--- config.mk ---
export PLATFORM = sky130hd
export DESIGN_NAME = seq_mult_ctrl
export DESIGN_NICKNAME = d
export VERILOG_FILES = /design/src/rtl/seq_mult_ctrl_pkg.sv /design/src/rtl/seq_mult_ctrl_adder.sv /design/src/rtl/seq_mult_ctrl.sv
export SDC_FILE = /design/constraint.sdc
export NUM_CORES = 1
export LEC_CHECK = 0
export CAP_MARGIN = 40
export CORE_MARGIN = 10
export CORE_UTILIZATION = 66
export CTS_BUF_LIST = sky130_fd_sc_hd__clkbuf_4 sky130_fd_sc_hd__clkbuf_8 sky130_fd_sc_hd__clkbuf_16
export CTS_CLUSTER_DIAMETER = 100
export CTS_CLUSTER_SIZE = 8
export DETAILED_ROUTE_END_ITERATION = 7
export DONT_BUFFER_PORTS = 1
export HOLD_SLACK_MARGIN = 0.03
export PLACE_DENSITY = 0.82
export SLEW_MARGIN = 20
export SYNTH_ARGS = -nofsm -noshare
export SYNTH_HDL_FRONTEND = slang
export SYNTH_SLANG_ARGS = --single-unit
--- constraint.sdc ---
create_clock -name iClk -period 5.6 [get_ports iClk]
set_input_delay 0.84 -clock iClk [delete_from_list [all_inputs] [get_ports iClk]]
set_output_delay 0.84 -clock iClk [all_outputs]
set_load 0.01 [all_outputs]
--- src/rtl/seq_mult_ctrl_pkg.sv ---
// seq_mult_ctrl_pkg
//   Constants and state type shared by the sequential multiplier controller.
//   WIDTH is tied to the 8-bit ripple Adder and must not be changed.
//   CNT_W must be wide enough to hold ITER.
package seq_mult_ctrl_pkg;

  localparam int unsigned WIDTH = 8;
  localparam int unsigned CNT_W = 4;
  localparam int unsigned ITER  = 8;

  // Counter value seen on the final shift-add iteration.
  localparam logic [CNT_W-1:0] LAST_CNT = CNT_W'(ITER - 1);

  typedef enum logic [1:0] {
    S_IDLE = 2'd0,
    S_RUN  = 2'd1,
    S_DONE = 2'd2
  } state_t;

endpackage

--- src/rtl/seq_mult_ctrl_adder.sv ---
// Adder
//   8-bit ripple-carry adder used as the shared datapath adder.
//   Ports:
//     iData_a, iData_b : 8-bit addends
//     iC               : carry in
//     oData            : 8-bit sum
//     oData_C          : carry out
module Adder (
  output logic [7:0] oData,
  output logic       oData_C,
  input  logic [7:0] iData_a,
  input  logic [7:0] iData_b,
  input  logic       iC
);

  always_comb begin
    logic c;
    oData = '0;
    c     = iC;
    for (int i = 0; i < 8; i++) begin
      oData[i] = iData_a[i] ^ iData_b[i] ^ c;
      c        = (iData_a[i] & iData_b[i]) | (c & (iData_a[i] ^ iData_b[i]));
    end
    oData_C = c;
  end

endmodule

--- src/rtl/seq_mult_ctrl.sv ---
// seq_mult_ctrl
//   Sequential 8x8 unsigned shift-add multiplier controller. Owns the
//   multiplicand (A), multiplier/low-product (Q) and accumulator (P)
//   registers and drives one shared 8-bit Adder for 8 iterations.
//
//   Handshake: a start request (iStart) is accepted on any rising edge where
//   the controller is in IDLE or DONE; operands are captured on that same
//   edge. oBusy is high in every RUN cycle. oDone pulses for exactly one
//   cycle when oProduct is updated. iStart while busy is ignored.
//
//   Ports:
//     iClk     : clock, rising edge
//     iRst     : synchronous reset, active high
//     iStart   : start request
//     iData_a  : multiplicand, captured on accepted start
//     iData_b  : multiplier, captured on accepted start
//     oBusy    : multiplication in progress
//     oDone    : one-cycle completion pulse
//     oProduct : last completed 16-bit product
module seq_mult_ctrl
  import seq_mult_ctrl_pkg::*;
(
  input  logic               iClk,
  input  logic               iRst,
  input  logic               iStart,
  input  logic [WIDTH-1:0]   iData_a,
  input  logic [WIDTH-1:0]   iData_b,
  output logic               oBusy,
  output logic               oDone,
  output logic [2*WIDTH-1:0] oProduct
);

  state_t             state_q, state_d;
  logic [WIDTH-1:0]   a_q, a_d;
  logic [WIDTH-1:0]   q_q, q_d;
  logic [WIDTH-1:0]   p_q, p_d;
  logic [CNT_W-1:0]   cnt_q, cnt_d;
  logic [2*WIDTH-1:0] product_q, product_d;

  logic [WIDTH-1:0]   add_b;
  logic [WIDTH-1:0]   add_sum;
  logic               add_co;

  // Add the multiplicand only when the current multiplier LSB is set.
  assign add_b = q_q[0] ? a_q : '0;

  Adder u_add (
    .oData   (add_sum),
    .oData_C (add_co),
    .iData_a (p_q),
    .iData_b (add_b),
    .iC      (1'b0)
  );

  always_comb begin
    state_d   = state_q;
    a_d       = a_q;
    q_d       = q_q;
    p_d       = p_q;
    cnt_d     = cnt_q;
    product_d = product_q;

    case (state_q)
      S_RUN: begin
        // Shift {carry, sum, Q} right by one: the sum LSB becomes a product
        // bit in Q and the carry becomes the new P MSB.
        p_d   = {add_co, add_sum[WIDTH-1:1]};
        q_d   = {add_sum[0], q_q[WIDTH-1:1]};
        cnt_d = cnt_q + CNT_W'(1);
        if (cnt_q == LAST_CNT) begin
          state_d   = S_DONE;
          product_d = {p_d, q_d};
        end
      end
      S_DONE: begin
        state_d = S_IDLE;
      end
      default: begin
        state_d = S_IDLE;
      end
    endcase

    // Accepting a start from IDLE or DONE loads the operands on this edge;
    // from DONE this gives back-to-back operation.
    if ((state_q != S_RUN) && iStart) begin
      a_d     = iData_a;
      q_d     = iData_b;
      p_d     = '0;
      cnt_d   = '0;
      state_d = S_RUN;
    end
  end

  always_ff @(posedge iClk) begin
    if (iRst) begin
      state_q   <= S_IDLE;
      a_q       <= '0;
      q_q       <= '0;
      p_q       <= '0;
      cnt_q     <= '0;
      product_q <= '0;
    end else begin
      state_q   <= state_d;
      a_q       <= a_d;
      q_q       <= q_d;
      p_q       <= p_d;
      cnt_q     <= cnt_d;
      product_q <= product_d;
    end
  end

  assign oBusy    = (state_q == S_RUN);
  assign oDone    = (state_q == S_DONE);
  assign oProduct = product_q;

endmodule
# Yosys cells after proc, flatten, opt, wreduce, memory -nomap -nowiden
# Index checks and enable logic that the tools add are counted.
# Widths: inputs -> output; s select.
classes:
  muxes: 6
  n_reduce_logical: 5
  eq_ne: 5
  add_sub_neg: 1
  bitwise: 38
op_table:
  columns: ["op", "count"]
  rows:
  - ["$mux 8", 3]
  - ["$and 1x1->1", 15]
  - ["$xor 1x1->1", 15]
  - ["$or 1x1->1", 7]
  - ["$add 4x1->4 const B", 1]
  - ["$eq 4x3->1 const B", 1]
  - ["$mux 1", 3]
  - ["$ne 3x1->1 const B", 1]
  - ["$reduce_or 3->1", 1]
  - ["$eq 2x1->1 const B", 1]
  - ["$eq 2x2->1 const B", 1]
  - ["$ne 2x1->1 const B", 1]
  - ["$reduce_and 2->1", 1]
  - ["$reduce_bool 2->1", 1]
  - ["$reduce_or 2->1", 1]
  - ["$logic_and 1x1->1", 1]
  - ["$not 1->1", 1]
totals:
  input_bits: 19
  reg_bits: 46
  wordCells: 62
  out_inout_bits: 18

# Logic depth before layout (Yosys ltp)
logic_depth:
  depth_word: 16
  depth_mapped: 13
  mapped_depth_nobuf: 13

# Hierarchy
# Synthesis repeated with hierarchy kept, for this count alone.
unflattened:
  hier_cells: 197
  area_unflattened_um2: 1956.9
modules_own_cells:
  columns: ["module", "cells_per_inst", "n_inst", "area_each_um2", "seq_area_each_um2"]
  rows:
  - ["seq_mult_ctrl", 179, 1, 1759.2, 920.9]
  - ["Adder", 18, 1, 197.7, 0.0]

# Worst setup path before layout
# Ideal clock, no wire load.
synth_timing:
  kind: "register to register"
  from: "register q_q[0]"
  to: "register p_q[6]"
  path_stages_with_launch: 14
  slack_ns: 2.091
  path_buffers: 0
  period_less_slack_ns: 3.509
  arrival_time_ns: 3.423
  setup_time_ns: 0.086
  required_time_ns: 5.514
  cell_sequence: "dfxtp_1 and2_1 ha_1 inv_1 fa_1 inv_1 fa_1 fa_1 fa_1 fa_1 fa_1 inv_1 fa_1 a211oi_1"
synth_via:
  elab_chain_cells: 15
  elab_cells_between_ends: 28
  classes_between: "mux (1); bitwise (27)"
synth_rtl:
  columns: ["item", "line", "rtl"]
  rows:
  - ["from (decl)", "seq_mult_ctrl.sv:35", "logic [WIDTH-1:0] q_q, q_d;"]
  - ["from (signal assigned)", "seq_mult_ctrl.sv:105", "q_q <= q_d;"]
  - ["$mux 8 (*)", "seq_mult_ctrl.sv:45", "assign add_b = q_q[0] ? a_q : '0;"]
  - ["$and 1x1->1 or $xor 1x1->1 (tied branches)", "seq_mult_ctrl_adder.sv:22", "c = (iData_a[i] & iData_b[i]) | (c & (iData_a[i] ^ iData_b[i]));"]
  - ["$and 1x1->1", "seq_mult_ctrl_adder.sv:22", null]
  - ["$or 1x1->1", "seq_mult_ctrl_adder.sv:22", null]
  - ["$and 1x1->1", "seq_mult_ctrl_adder.sv:22", null]
  - ["$or 1x1->1", "seq_mult_ctrl_adder.sv:22", null]
  - ["$and 1x1->1", "seq_mult_ctrl_adder.sv:22", null]
  - ["$or 1x1->1", "seq_mult_ctrl_adder.sv:22", null]
  - ["$and 1x1->1", "seq_mult_ctrl_adder.sv:22", null]
  - ["$or 1x1->1", "seq_mult_ctrl_adder.sv:22", null]
  - ["$and 1x1->1", "seq_mult_ctrl_adder.sv:22", null]
  - ["$or 1x1->1", "seq_mult_ctrl_adder.sv:22", null]
  - ["$and 1x1->1", "seq_mult_ctrl_adder.sv:22", null]
  - ["$or 1x1->1", "seq_mult_ctrl_adder.sv:22", null]
  - ["$xor 1x1->1 (*)", "seq_mult_ctrl_adder.sv:21", "oData[i] = iData_a[i] ^ iData_b[i] ^ c;"]
  - ["to (signal assigned)", "seq_mult_ctrl.sv:106", "p_q <= p_d;"]
  - ["to (decl)", "seq_mult_ctrl.sv:36", "logic [WIDTH-1:0] p_q, p_d;"]
# Mark *: on every way between the ends. The rest lies on a longest branch, timed or not.
# A chain may end at the register's enable or synchronous reset.

# Worst setup path in the final report
# Ends and elaborated chain as after synthesis.

==> impl_metrics.csv <==
group,metric,value,unit
power,leakagePower,0.000758,uW
placement,place.gp.congestion,0.799,
min_path,hp-class,"reg -> reg",
clock_network,cts_resized,0,
floorplanning,start_util,0.690,
sta,slew_viol_final,0,
layout,fillers,225,
synthesis,yosysTopAreaCellShare,0.488,
power,p_per_area,304,nW/um^2
worst_setup_path,worst-path-buf-inv,3,
sta,setup_viol,0,
drt,drtIter0Drc,72,
sta,finalCritPeriodShare,0.667,
worst_setup_path,path_class,"reg -> reg",
worst_setup_path,required,5880,ps
clock_network,cts_tree,"done",
floorplanning,die_w,73.5,um
synthesis,ys_warn_count,0,
synthesis,ys.flop_type,"dfxtp_1",
sta,worst_slew_pin_slew,725,ps
worst_setup_path,crit_family,"adder cells",
outcome,status,"finished, final reports clean",
worst_setup_path,slowest_delay,420,ps
synthesis,yosysTopAreaCell,"dfxtp_1",
clock_network,clk_pin_slew,130,ps
sta,hold_viol,0,
layout,area_growth,3.25,%
synthesis,synth_seq_cells,46,
synthesis,synthCells,189,
clock_network,hold_buffers,0,
sta,max_slew_margin,0.516,
worst_setup_path,crit_path_max_fanout,9,
clock_network,numCtsBuffers,5,
floorplanning,num_rows,19,
worst_setup_path,critPathSlowestCell,"fa_1",
synthesis,syn_nets,217,
sta,max_freq,268,MHz
layout,drive_above_1_share,0.0645,
synthesis,synthTopCellsByCount,"dfxtp_1, a21oi_1, nand2_1",
sta,fin_worst_skew,15.5,ps
layout,post-route-util,0.713,
synthesis,synth_area_leaders,"dfxtp_1, fa_1, a22o_1, a211oi_1, mux2i_1",
clock_network,post_cts_buffers,0,
synthesis,synth_edf_count,0,
synthesis,synth.most_common_cell,"dfxtp_1",
placement,port_buffers,0,
global_route,grt_antenna_before_repair,0,
placement,hpwl,2850,um
worst_setup_path,cp_cell_sequence,"and2_1 > ha_1 > inv_1 > fa_1 > inv_1 > fa_1 > fa_1 > fa_1 > fa_1 > fa_1 > inv_1 > fa_1 > a211oi_1",
clock_network,root_buffer,"clkbuf_4",
floorplanning,pin_count,37,
worst_setup_path,cp-start-kind,"register",
sta,rsz0062_at_grt,"false",
power,ir_drop,339,uV
worst_setup_path,crit_top_cell,"fa_1",
worst_setup_path,end_kind,"register",
synthesis,synth_area,1890,sq um
worst_setup_path,arrival,4010,ps
global_route,first_global_vias,1360,
clock_network,htree_levels,2,
drt,drt-total-wl,3880,um
floorplanning,core,2730,sq um
power,power,592,uW
clock_network,cts_buffer_depth,2,
synthesis,syn_avg_cell_area,9.98,sq um
run,maxCapViolCount,0,
drt,drc_errors,0,
layout,regArea,921,sq um
synthesis,ys_seq_area_frac,0.488,
drt,avgRoutedWirePerCell,17.9,um
floorplanning,die_area,5400,sq um
layout,multi_input_area,852,sq um
drt,firstDrtPassIters,4,
sta,finalCriticalPeriod,3740,ps
clock_network,clkLatencyLatePin,360,ps
drt,viasPerCell,6.18,
global_route,grt_remaining_overflow,0,
global_route,track_usage,0.153,
synthesis,yosysUniqueCellTypes,28,
floorplanning,die_h,73.5,um
clock_network,cts.sinks,46,
global_route,grt_max_degree,37,
synthesis,async_reset_ff_frac,0,
layout,antennaDiodeCount,0,
sta,setup_tns,0,ps
drt,vias,1342,
global_route,grt_pass1_wl,6620,um
drt,postRouteAntennaNets,0,
layout,nNetsFinal,213,
[placed cells by master (no fill, tap or decap), types with 2 or more instances in the layout]
cell and instances:
and2_1 6, a22o_1 13, o2bb2ai_1 3, fa_1 7, inv_1 8, nor2_1 13
ha_1 2, nand2_1 15, clkbuf_4 7, o21ai_0 10, nand3_1 9, mux2i_1 8
buf_4 2, a211oi_1 11, a21oi_1 15, dfxtp_1 46
[routing by layer]
metal | track usage | up-vias | wire length, um
met1 | 0.193 | 643 | 1700
met4 | 0.0621 | 0 | 70
met5 | 0 | - | 0
met2 | 0.228 | 40 | 1750
met3 | 0.0579 | 10 | 358
li1 | - | 649 | -
[worst reg2reg max path, cell delays in order, from the launching register on]
cell	delay, ps
dfxtp_1	390
and2_1	180
ha_1	170
inv_1	60
fa_1	150
inv_1	50
fa_1	380
fa_1	390
fa_1	390
fa_1	390
fa_1	360
inv_1	80
fa_1	420
a211oi_1	240
[flip-flops by register name (all words and copies together), names as in the netlist]
register,count
a_q,8
cnt_q,4
oProduct,16
p_q,8
q_q,8
state_q,2
[where the power goes]
| part | total [uW] | internal [uW] | switching [uW] | leakage [uW] |
|---|---|---|---|---|
| Sequential | 346 | 338 | 8.08 | 0.000374 |
| Clock | 207 | 105 | 103 | 0.0000463 |
| Combinational | 38.4 | 15.1 | 23.3 | 0.000337 |
| Total | 592 | 458 | 134 | 0.000758 |
[area by class of cell]
| cell class | count | share of cell area |
|---|---|---|
| Timing Repair Buffer | 2 | 0.00771 |
| Sequential cell | 46 | 0.473 |
| Clock buffer | 7 | 0.0270 |
| Clock inverter | 1 | 0.0154 |
| Inverter | 9 | 0.0199 |
| Multi-Input combinational cell | 121 | 0.437 |
| Tap cell | 31 | 0.0199 |
[stage by stage]
step,worst slack (ps),hold WS (ps),area [sq um],std cells
final,1860,475,1950,217
after global routing,1660,501,1950,217
after CTS,1830,473,1950,217
after detailed placement,1840,455,1870,209
after global placement,2020,445,1870,209
after floorplan,2090,436,1890,189
[logic make-up after synthesis]
family | count (synthesis) | synth area share
flops | 46 | 0.488
xor+xnor | 2 | 0.00929
fa+ha+maj | 9 | 0.0875
mux | 8 | 0.0424
buf+inv | 22 | 0.0603
simple gates | 48 | 0.119
compound gates | 54 | 0.193
[final timing paths]
check,start,slack [ps],to,depth (start not counted)
min reg2reg,p_q[1],480,p_q[1],2
max,q_q[0],1860,p_q[6],13
min,p_q[1],480,p_q[1],2
max reg2reg,q_q[0],1860,p_q[6],13
No activity file was read; power rests on OpenSTA's default activity.
